**src/rtl/inst_fetch_unit_pkg.sv**
```systemverilog
// Shared constants and slot types for the instruction fetch unit.
// Word width, the reset word and the NOP instruction live here so every fetch file agrees on them.
package inst_fetch_unit_pkg;

    localparam int WORD_WIDTH  = 32;
    localparam int FETCH_DEPTH = 2;

    localparam logic [WORD_WIDTH-1:0] ZERO_WORD = '0;
    localparam logic [WORD_WIDTH-1:0] NOP_INST  = 32'h0000_0000;

    // alloc: a request owns the slot; filled: its instruction word has returned
    typedef struct packed {
        logic alloc;
        logic filled;
    } slot_flags_t;

    localparam slot_flags_t SLOT_EMPTY   = '{alloc: 1'b0, filled: 1'b0};
    localparam slot_flags_t SLOT_WAITING = '{alloc: 1'b1, filled: 1'b0};

    function automatic logic slot_waiting(input slot_flags_t f);
        return f.alloc && !f.filled;
    endfunction

    function automatic logic slot_ready(input slot_flags_t f);
        return f.alloc && f.filled;
    endfunction

endpackage

```
**src/rtl/inst_fetch_unit_fetch_slot_queue.sv**
```systemverilog
// Circular slot queue for in-order fetch: allocate at tail, fill at the oldest waiting slot,
// pop at head. Clearing empties every slot and returns all pointers to zero.
module fetch_slot_queue
    import inst_fetch_unit_pkg::*;
#(
    parameter int W     = WORD_WIDTH,
    parameter int DEPTH = FETCH_DEPTH,
    localparam int PW   = $clog2(DEPTH),
    localparam int CW   = $clog2(DEPTH + 1)
) (
    input  logic          clk,
    input  logic          rst,
    input  logic          i_clear,
    input  logic          i_alloc,
    input  logic [W-1:0]  i_alloc_pc,
    input  logic          i_fill,
    input  logic [W-1:0]  i_fill_inst,
    input  logic          i_pop,
    output logic [CW-1:0] o_count,
    output logic [CW-1:0] o_unfilled,
    output logic          o_fill_avail,
    output logic          o_head_valid,
    output logic [W-1:0]  o_head_pc,
    output logic [W-1:0]  o_head_inst
);

    slot_flags_t   r_flags [DEPTH];
    logic [W-1:0]  r_pc    [DEPTH];
    logic [W-1:0]  r_inst  [DEPTH];
    logic [PW-1:0] r_head;
    logic [PW-1:0] r_tail;
    logic [PW-1:0] r_fill;
    logic [CW-1:0] r_count;

    logic [CW-1:0] w_unfilled;
    logic          w_fill_avail;
    logic          w_do_fill;

    always_comb begin
        w_unfilled = '0;
        for (int i = 0; i < DEPTH; i++) begin
            if (slot_waiting(r_flags[i])) begin
                w_unfilled = w_unfilled + CW'(1);
            end
        end
    end

    // Responses return in request order, so the fill pointer always names the oldest waiting slot.
    assign w_fill_avail = slot_waiting(r_flags[r_fill]);
    assign w_do_fill    = i_fill && w_fill_avail;

    always_ff @(posedge clk) begin
        if (rst || i_clear) begin
            for (int i = 0; i < DEPTH; i++) begin
                r_flags[i] <= SLOT_EMPTY;
                r_pc[i]    <= ZERO_WORD[W-1:0];
                r_inst[i]  <= NOP_INST[W-1:0];
            end
            r_head  <= '0;
            r_tail  <= '0;
            r_fill  <= '0;
            r_count <= '0;
        end else begin
            if (w_do_fill) begin
                r_flags[r_fill].filled <= 1'b1;
                r_inst[r_fill]         <= i_fill_inst;
                r_fill                 <= r_fill + PW'(1);
            end
            if (i_pop) begin
                r_flags[r_head] <= SLOT_EMPTY;
                r_head          <= r_head + PW'(1);
            end
            // Placed after the pop so a full queue can pop and reallocate the same slot.
            if (i_alloc) begin
                r_flags[r_tail] <= SLOT_WAITING;
                r_pc[r_tail]    <= i_alloc_pc;
                r_tail          <= r_tail + PW'(1);
            end
            r_count <= r_count + CW'(i_alloc) - CW'(i_pop);
        end
    end

    assign o_count      = r_count;
    assign o_unfilled   = w_unfilled;
    assign o_fill_avail = w_fill_avail;
    assign o_head_valid = slot_ready(r_flags[r_head]);
    assign o_head_pc    = r_pc[r_head];
    assign o_head_inst  = r_inst[r_head];

    assert property (@(posedge clk) disable iff (rst) r_count <= CW'(DEPTH));
    assert property (@(posedge clk) disable iff (rst) i_pop |-> o_head_valid);
    assert property (@(posedge clk) disable iff (rst || i_clear)
                     i_alloc |-> (r_count < CW'(DEPTH)) || i_pop);

endmodule

```
**src/rtl/inst_fetch_unit.sv**
```systemverilog
// Instruction fetch front end: gates PC requests into imem by queue credit, tracks responses
// still owed to a flushed stream, and presents the oldest fetched {pc, inst} to decode.
module inst_fetch_unit
    import inst_fetch_unit_pkg::*;
#(
    parameter int W     = WORD_WIDTH,
    parameter int DEPTH = FETCH_DEPTH
) (
    input  logic         clk,
    input  logic         rst,
    input  logic [W-1:0] pc,
    input  logic         pc_valid,
    input  logic         flush,
    output logic         pc_stall,
    output logic         imem_req_valid,
    input  logic         imem_req_ready,
    output logic [W-1:0] imem_req_addr,
    input  logic         imem_resp_valid,
    input  logic [W-1:0] imem_resp_data,
    output logic         if_valid,
    output logic [W-1:0] if_pc,
    output logic [W-1:0] if_inst,
    input  logic         id_ready
);

    localparam int CW = $clog2(DEPTH + 1);
    localparam logic [CW-1:0] DEPTH_C = CW'(DEPTH);

    // Handshakes: a transfer happens in any cycle where valid && ready are both high at the clock
    // edge; valid may be withdrawn without a transfer (flush), and responses carry no ready.
    logic [CW-1:0] r_drop_cnt;

    logic [CW-1:0] w_count;
    logic [CW-1:0] w_unfilled;
    logic          w_fill_avail;
    logic          w_head_valid;
    logic [W-1:0]  w_head_pc;
    logic [W-1:0]  w_head_inst;
    logic          w_pop;
    logic          w_accept;
    logic          w_fill;

    // A pop in the same cycle frees a slot, which keeps a 2-deep queue streaming at full rate.
    assign w_pop          = w_head_valid && id_ready && !flush;
    assign imem_req_valid = pc_valid && !flush && !rst && ((w_count < DEPTH_C) || w_pop);
    assign w_accept       = imem_req_valid && imem_req_ready;
    assign pc_stall       = pc_valid && !w_accept && !rst;
    assign imem_req_addr  = pc;

    assign w_fill = imem_resp_valid && (r_drop_cnt == '0) && !flush;

    // Every request still unanswered at a flush owes one response that must be thrown away.
    always_ff @(posedge clk) begin
        if (rst) begin
            r_drop_cnt <= '0;
        end else if (flush) begin
            r_drop_cnt <= r_drop_cnt + w_unfilled - CW'(imem_resp_valid);
        end else if (imem_resp_valid && (r_drop_cnt != '0)) begin
            r_drop_cnt <= r_drop_cnt - CW'(1);
        end
    end

    fetch_slot_queue #(
        .W     (W),
        .DEPTH (DEPTH)
    ) u_slot_queue (
        .clk          (clk),
        .rst          (rst),
        .i_clear      (flush),
        .i_alloc      (w_accept),
        .i_alloc_pc   (pc),
        .i_fill       (w_fill),
        .i_fill_inst  (imem_resp_data),
        .i_pop        (w_pop),
        .o_count      (w_count),
        .o_unfilled   (w_unfilled),
        .o_fill_avail (w_fill_avail),
        .o_head_valid (w_head_valid),
        .o_head_pc    (w_head_pc),
        .o_head_inst  (w_head_inst)
    );

    assign if_valid = w_head_valid;
    assign if_pc    = w_head_pc;
    assign if_inst  = w_head_valid ? w_head_inst : NOP_INST[W-1:0];

    assert property (@(posedge clk) disable iff (rst)
                     (imem_resp_valid && (r_drop_cnt == '0)) |-> w_fill_avail);
    assert property (@(posedge clk) disable iff (rst)
                     (int'(r_drop_cnt) + int'(w_unfilled)) <= DEPTH);

endmodule

```
**config.mk**
```make
export PLATFORM = sky130hd
export DESIGN_NAME = inst_fetch_unit
export DESIGN_NICKNAME = d
export VERILOG_FILES = /design/src/rtl/inst_fetch_unit_pkg.sv /design/src/rtl/inst_fetch_unit_fetch_slot_queue.sv /design/src/rtl/inst_fetch_unit.sv
export SDC_FILE = /design/constraint.sdc
export NUM_CORES = 1
export LEC_CHECK = 0
export CAP_MARGIN = 15
export CORE_MARGIN = 2
export CORE_UTILIZATION = 45
export DETAILED_ROUTE_END_ITERATION = 10
export PLACE_DENSITY = 0.77
export REMOVE_ABC_BUFFERS = 1
export SETUP_SLACK_MARGIN = 0.02
export SLEW_MARGIN = 20
export SYNTH_ARGS = -nofsm -noshare
export SYNTH_HDL_FRONTEND = slang
export SYNTH_SLANG_ARGS = --single-unit
export TNS_END_PERCENT = 20
```
**constraint.sdc**
```tcl
create_clock -name clk -period 2.3 [get_ports clk]
set_input_delay 0.46 -clock clk [delete_from_list [all_inputs] [get_ports clk]]
set_output_delay 0.46 -clock clk [all_outputs]
set_load 0.02 [all_outputs]
```
=== After elaboration in Yosys (flattened, before gate mapping) ===
Memories as Yosys holds them, arrays and structs flattened. A register that Yosys moved wholly into a read port is not among the register bits.
Index checks and enable logic that the tools add are counted.

* Register bits: 7
* RAM bits: 132
* Input port bits: 71
* Output and inout port bits: 99
* Memories: 3

* Add/sub/neg operators: 9
* Magnitude comparators: 1
* Muxes and demuxes: 36
* Reduce and logical (&&, ||, !) cells: 31

{| class="wikitable"
|+ Memory list
! memory !! depth !! bits a word !! read ports !! clocked after memory_dff !! write ports !! RTL line !! text
|-
| u_slot_queue.r_inst || 2 || 32 || 1 || 1 || 2 || inst_fetch_unit_fetch_slot_queue.sv:29 || <nowiki>logic [W-1:0] r_inst [DEPTH];</nowiki>
|-
| u_slot_queue.r_pc || 2 || 32 || 1 || 1 || 2 || inst_fetch_unit_fetch_slot_queue.sv:28 || <nowiki>logic [W-1:0] r_pc [DEPTH];</nowiki>
|-
| u_slot_queue.r_flags || 2 || 2 || 4 || 2 || 3 || inst_fetch_unit_fetch_slot_queue.sv:27 || <nowiki>slot_flags_t r_flags [DEPTH];</nowiki>
|}

{| class="wikitable"
|+ Operators with widths
! kind !! count
|-
| two-way mux 32 bit || 3
|-
| OR reduction 32 bit || 2
|-
| two-way mux 1 bit || 27
|-
| logical AND 1 bit || 16
|-
| two-way mux 2 bit || 6
|-
| logical NOT 1 bit || 6
|-
| nonzero test 2 bit || 2
|-
| OR reduction 2 bit || 2
|-
| subtractor 2 x 1 -> 2 bit || 2
|-
| adder 1 bit (second input constant) || 3
|-
| adder 1 x 1 -> 2 bit (second input constant) || 1
|-
| adder 2 x 1 -> 2 bit || 1
|-
| adder 2 bit || 1
|-
| logical NOT 2 bit || 1
|-
| logical OR 1 bit || 2
|-
| less-than comparator 2 bit (second input constant) || 1
|-
| subtractor 2 x 1 -> 2 bit (second input constant) || 1
|}

=== Longest topological paths before layout ===
* Depth in word-level cells: 11
* Depth in mapped cells: 11
* Gate-level depth less buffers: 11

=== Hierarchy ===
Synthesis repeated with hierarchy kept, for this count alone.

* Cells, all modules: 496
* Area total of the unflattened synthesis: 6770.2 sq um

{| class="wikitable"
|+ By module, submodules not included
! module !! instances !! cells an instance !! area each (sq um) !! sequential area each (sq um)
|-
| fetch_slot_queue || 1 || 401 || 6093.3 || 4063.9
|-
| inst_fetch_unit || 1 || 95 || 676.9 || 40.0
|}

=== Worst setup path before layout ===
No wires, ideal clock.

* Kind: flip-flop to flip-flop
* Start point: memory u_slot_queue.r_flags[0][0] (netlist name)
* End point: memory u_slot_queue.r_inst[1][0] (netlist name), enable pin
* Arrival: 2.139 ns
* Data required time: 1.906 ns
* Setup slack: -0.233 ns
* Stages on the path, launching flop included: 5
* Buffers on the path: 0
* Clock period less this slack: 2.533 ns
* Cell sequence: dfxtp_1 -> or3b_4 -> a211oi_4 -> and3_4 -> nand2b_1

{| class="wikitable"
|+ RTL lines
! element !! RTL line
|-
| from (decl) || inst_fetch_unit_fetch_slot_queue.sv:27
|-
| to (decl) || inst_fetch_unit_fetch_slot_queue.sv:29
|}

==> flow_summary.json <==
{
  "synth.cell_area_um2": 6640,
  "core_um2": 14500,
  "fmax_mhz": 444,
  "fin_ws_ps": 46.2,
  "use_met3": 0.0488,
  "synth_top_cell_by_area": "edfxtp_1",
  "synthAdderAreaFrac": 0.0113,
  "routed_wl_um": 13900,
  "max_stage_delay_ps": 380,
  "synth-seq-cells": 141,
  "hold_class": "flop to flop",
  "die_area_um2": 15700,
  "switching_power_mw": 1.27,
  "pwr-share-seq": 0.461,
  "top_level_ports": 170,
  "combPwrFrac": 0.084,
  "ys_warn_count": 0,
  "maxSlewHeadroom": 0.791,
  "hold_violations": 0,
  "hold_depth": 2,
  "synth_top_area_share": 0.579,
  "synth_edf_count": 128,
  "start_kind": "flop",
  "internal-power_mw": 5.08,
  "mostFrequentLayoutCell": "and2_1",
  "ff2ff_path_depth": 12,
  "clock_latency_ps": 410,
  "cts_tree": "yes",
  "final_max_slew_viol_count": 0,
  "status": "completed",
  "rows": 44,
  "die_w_um": 125,
  "r2r_end": "u_slot_queue.o_count[1]$_SDFF_PP0_",
  "drt_iter0_drc": 266,
  "crit_chain": "and3b_2 > nor2_4 > buf_12 > buf_12 > nor2_1 > buf_4",
  "grt_use_total": 0.180,
  "setup_viol": 0,
  "grt_use_met1": 0.219,
  "maxCapViolCount": 0,
  "cp.required_ps": 1840,
  "async_flop_share": 0,
  "port_buffers": 169,
  "regToRegSetupSlack_ps": 90,
  "slowest_stage": "dfxtp_4",
  "sw_frac_of_total": 0.200,
  "final_cell_area_um2": 9050,
  "wl_per_cell_um": 16.2,
  "path_class": "flop to output port",
  "drc_errors": 0,
  "ys_seq_area_frac": 0.618,
  "synth_area_leaders": "edfxtp_1, and2_1, mux2_2",
  "dpl_cell_area_um2": 8440,
  "yosys.area_share.simple": 0.172,
  "cts-root-buf": "clkbuf_16",
  "dr.pass1.iters": 4,
  "final_util": 0.625,
  "synth-xor-area-share": 0.0106,
  "synth.distinct_cells": 43,
  "worst_pin_slew_ps": 313,
  "antenna_found_initial": 0,
  "n_antenna_cell": 0,
  "synth_top_family_by_area": "simple AND/OR/NAND/NOR gates",
  "clock_sinks": 141,
  "synth_ff_type": "edfxtp_1",
  "grt_first_pass_wirelength_um": 22300,
  "syn-instance-count": 502,
  "total_leakage_power_nw": 3.70,
  "power.density_nw_per_um2": 702,
  "cts_buffers": 17,
  "power_frac_clock": 0.455,
  "fin_crit_sh": 0.980,
  "gr-total-overflow": 0,
  "grt_most_used_layer": "met2",
  "vdd_ir_drop_max_mv": 0.407,
  "start_util": 0.459,
  "synth_compound_area_frac": 0.0219,
  "synthMuxAreaShare": 0.102,
  "hold_end": "u_slot_queue.r_flags[1][1]$_SDFFE_PP1P_",
  "clockBufferDepth": 2,
  "use_met2": 0.308,
  "avgSynthCellArea_um2": 13.2,
  "drive_above_1_share": 0.212,
  "dp_hpwl_um": 8810,
  "worst_setup_path_end_kind": "output port",
  "clk_pin_slew_ps": 60,
  "cp_common_cell": "buf_12",
  "min_period_ps": 2250,
  "syn_to_final_growth_pct": 36.3,
  "die_h_um": 125,
  "place_ws_ps": -205,
  "arrival_ps": 1790,
  "final_nets": 737,
  "min-delay-start": "u_slot_queue.r_flags[1][1]$_SDFFE_PP1P_",
  "layout_common_cells": "and2_1, edfxtp_1, clkdlybuf4s50_1",
  "h-tree-depth": 4,
  "routed_via_density": 5.00,
  "globalplace.congestion": 0.805,
  "rsz0062_at_grt": "true",
  "vias": 4289,
  "postRouteAntennaNets": 0,
  "grt_start_max_net_pins": 35,
  "cp_max_fo": 9,
  "clock_skew_ps": 3.74,
  "grt_pass1_vias": 4523
}
[what timing repair did]
| item | CTS | global route |
|---|---|---|
| resized for setup | 181 | 24 |
| cloned | 3 | 0 |
| endpoints found under the setup margin | 67 | 25 |
| pin swaps | 1 | 8 |
| buffers inserted | 1 | 0 |
| hold buffers | 0 | 0 |
[how the worst max path moves through the flow]
| stage | startpoint | end | slack [ps] | depth (start not counted) |
|---|---|---|---|---|
| floorplan | flop | u_slot_queue.r_pc[0][0]$_SDFFCE_PN0P_ | -2070 | 4 |
| global placement | id_ready | pc_stall | -140 | 5 |
| detailed placement | id_ready | pc_stall | -210 | 5 |
| CTS | flop | pc_stall | 20 | 5 |
| global route | flop | u_slot_queue.o_count[1]$_SDFF_PP0_ | -30 | 12 |
| finish | flop | if_inst[11] | 50 | 6 |
[synth_stat cells (3+ instances only)]
cell,n
nand2_1,8
xnor2_1,6
buf_4,32
buf_2,7
inv_1,9
a21oi_1,5
mux2i_1,32
and3_1,4
buf_1,3
nor2_1,40
mux2_2,32
edfxtp_1,128
nand4_1,3
dfxtp_1,13
ha_1,6
and2_1,129
clkbuf_1,8
buf_6,6
[flip-flops by register name, summed over array words and instances, names as in the netlist, named ones only]
register	cells
u_slot_queue.r_tail	1
u_slot_queue.r_inst	64
u_slot_queue.r_flags	4
u_slot_queue.r_fill	1
u_slot_queue.r_pc	64
u_slot_queue.o_count	2
u_slot_queue.r_head	1
r_drop_cnt	2
[power by group through the flow]
stage               sequential [mW]  clock [mW]  combinational, mW
detailed placement             2.98           0              0.556
finish                         2.93        2.89              0.532
floorplan                      2.98           0              0.185
global placement               2.98           0              0.547
global route                   2.94        3.06              0.571
CTS                            2.93        2.95              0.536
[cell families (layout without fill, tap and decap cells)]
logic type | Yosys count | count (layout)
buffers and inverters | 66 | 237
AOI/OAI and AO/OA | 18 | 18
DFF | 141 | 141
and+or+nand+nor | 199 | 199
adders and majority gates | 6 | 6
muxes | 64 | 64
xor gates and xnor gates | 8 | 8
[final cells by class]
| type | count | area, µm² |
|---|---|---|
| Clock buffer | 19 | 433 |
| Clock inverter | 13 | 196 |
| Fill cell | 1119 | 5430 |
| Inverter | 10 | 37.5 |
| Multi-Input combinational cell | 295 | 2150 |
| Sequential cell | 141 | 4110 |
| Tap cell | 184 | 230 |
| Timing Repair Buffer | 195 | 1890 |
[worst max-delay path: cells and delay by family (launching register included)]
kind                   cells  cell delay [ps]
DFF                        1              380
buffers and inverters      3              440
and+or+nand+nor            3              560
[metal layers]
layer	routed length, µm	share of wire
met1	5760	0.41
met3	1080	0.077
met2	6820	0.49
met5	0	0
met4	251	0.018
[per-stage QoR]
step                instances  TNS (ps)  hold slack, ps  power (mW)
floorplan                 446   -301640             449        3.16
global placement          821      -258             472        3.52
detailed placement        821      -835             489        3.54
CTS                       857         0             496        6.42
global route              857     -39.9             508        6.57
finish                    857         0             488        6.35
Power figures use the tool's default switching activity.
==> patch, RTL diff (same flow settings) <==
The package constant `WORD_WIDTH` goes from 32 to 64.
--- a/src/rtl/inst_fetch_unit_pkg.sv
+++ b/src/rtl/inst_fetch_unit_pkg.sv
@@ -4,3 +4,3 @@
 
-    localparam int WORD_WIDTH  = 32;
+    localparam int WORD_WIDTH  = 64;
     localparam int FETCH_DEPTH = 2;
Ports: changed (5 resized); port bits go from 170 to 330. The function was not compared with the original's and may differ.
==> patch against the unedited design <==
  * The run now ends with setup timing left
  * Sequential power increased by 92%
  * Sequential cell count grew 128
  * Wire length is 120% higher
  * Worst hold slack better by 0.047 ns
  * Area after synthesis grew 86%
  * Worst setup slack worse by 0.12 ns
  * Count of clock-buffer cells in the layout rose by 15
  * Cell area up 93%
  * Clock skew up 0.0054 ns
  * Critical path depth stayed put
  * Power is 70% higher
  * Critical path type unchanged
==> patch: results (changes against the unedited design) <==
* CTS HTree Levels at 1 (was 4)
* Clk buf depth at 3 (was 2)
* Wire length on met3 at 2270 microns (was 1080 microns)
* Seq/Total Area, Yosys at 64.2% (was 61.8%)
* # resized after CTS at 573 (was 181)
* Number of global-route vias before repair at 8120 (was 4523)
* Compound-Gate Fraction of Synth Area at 1.15% (was 2.19%)
* Worst Clk Skew at 0.00919 ns (was 0.00374 ns)
* Aggregate global-route resource usage at 19.8% (was 18.0%)
* Cell Pwr Density at 616 nW/um^2 (was 702 nW/um^2)
* Combinational power at 0.00107 W (was 0.000532 W)
* Num CTS Buffers at 28 (was 17)
* First-pass GRT wire length at 44300 microns (was 22300 microns)
* PortBufs at 329 (was 169)
* Outcome: complete, but fails checks (was complete, no violations)
* Pleak at 6.95 nW (was 3.70 nW)
* Routed wl met2 at 15600 microns (was 6820 microns)
* Vias per cell at 5.00 (about the same)
* Post-DP HPWL at 20200 microns (was 8810 microns)
* # fillers at 1933 (was 1119)
* Synth Area in Adders at 0.606% (was 1.13%)
* Critical path arrival at 1.91 ns (was 1.79 ns)
* CP max FO at 8 (was 9)
* Clk Latency, worst-skew pair at 0.53 ns (was 0.41 ns)
* XOR/XNOR Fraction of Synth Area at 0.495% (was 1.06%)
* Iteration-0 DRC count of the detailed router at 540 (was 266)
* Synth top area cells: edfxtp_1 (62%), and2_1 (13%), mux2_2 (5.8%) (was edfxtp_1 (58%), and2_1 (12%), mux2_2 (5.4%))
* Initial antenna violation count at 1 (was 0)
* Setup WS post-layout at -0.0739 ns (was 0.0462 ns)
* Failing checks: setup timing
* Placed insts at 1524 (was 821)
* Placed cell areas at 16200 sq um (was 8440 sq um)
* Number of enable flip-flop cells after synthesis at 256 (was 128)
* Final setup TNS at -0.522 ns (was 0 ns)
* TritonRoute pass-1 iters at 5 (was 4)
* Delay-heaviest family, CP: compound AO/OA/AOI/OAI gates (was simple AND/OR/NAND/NOR gates)
* Multiplexer area fraction after synthesis at 11.1% (was 10.2%)
* Syn_area_per_cell at 13.6 sq um (was 13.2 sq um)
* Final non-filler cell total at 1604 (was 857)
* Total setup buffers inserted after CTS at 10 (was 1)
* Fin nets at 1381 (was 737)
* # setup viols final at 21 (was 0)
* Layout cells sized above 1 at 28.9% (was 21.2%)
* Largest net degree at the start of global routing at 65 (was 35)
* Clock power share at 37.7% (was 45.5%)
* Switching Fraction at 21.9% (was 20.0%)
patch: worst paths after layout:
path	start	endpoint	slack [ns]	cells past startpoint
worst max-delay path	flip-flop	pc_stall	-0.07	6
worst min-delay path	u_slot_queue.r_tail$_SDFFE_PP0P_	u_slot_queue.r_tail$_SDFFE_PP0P_	0.54	2
worst max register to register	flip-flop	u_slot_queue.o_count[1]$_SDFF_PP0_	0.03	12
worst min register to register	u_slot_queue.r_tail$_SDFFE_PP0P_	u_slot_queue.r_tail$_SDFFE_PP0P_	0.54	2
patch: layout make-up:
cell class,instances,area [sq um],area share (%)
well taps,341,427,2.44
flip-flops and latches,269,7950,45.4
inverters,10,37.5,0.214
clock buffers,34,744,4.25
multi-input cells,514,3980,22.8
repair buffers,417,4270,24.4
clock inverters,18,86.3,0.493
diodes,1,2.50,0.0143
patch: per-layer routing:
layer / vias to the layer above / track usage, %
met5: - / 0
met4: 0 / 6.21
met3: 59 / 4.35
met2: 310 / 35.2
met1: 3888 / 24.1
li1: 3758 / -
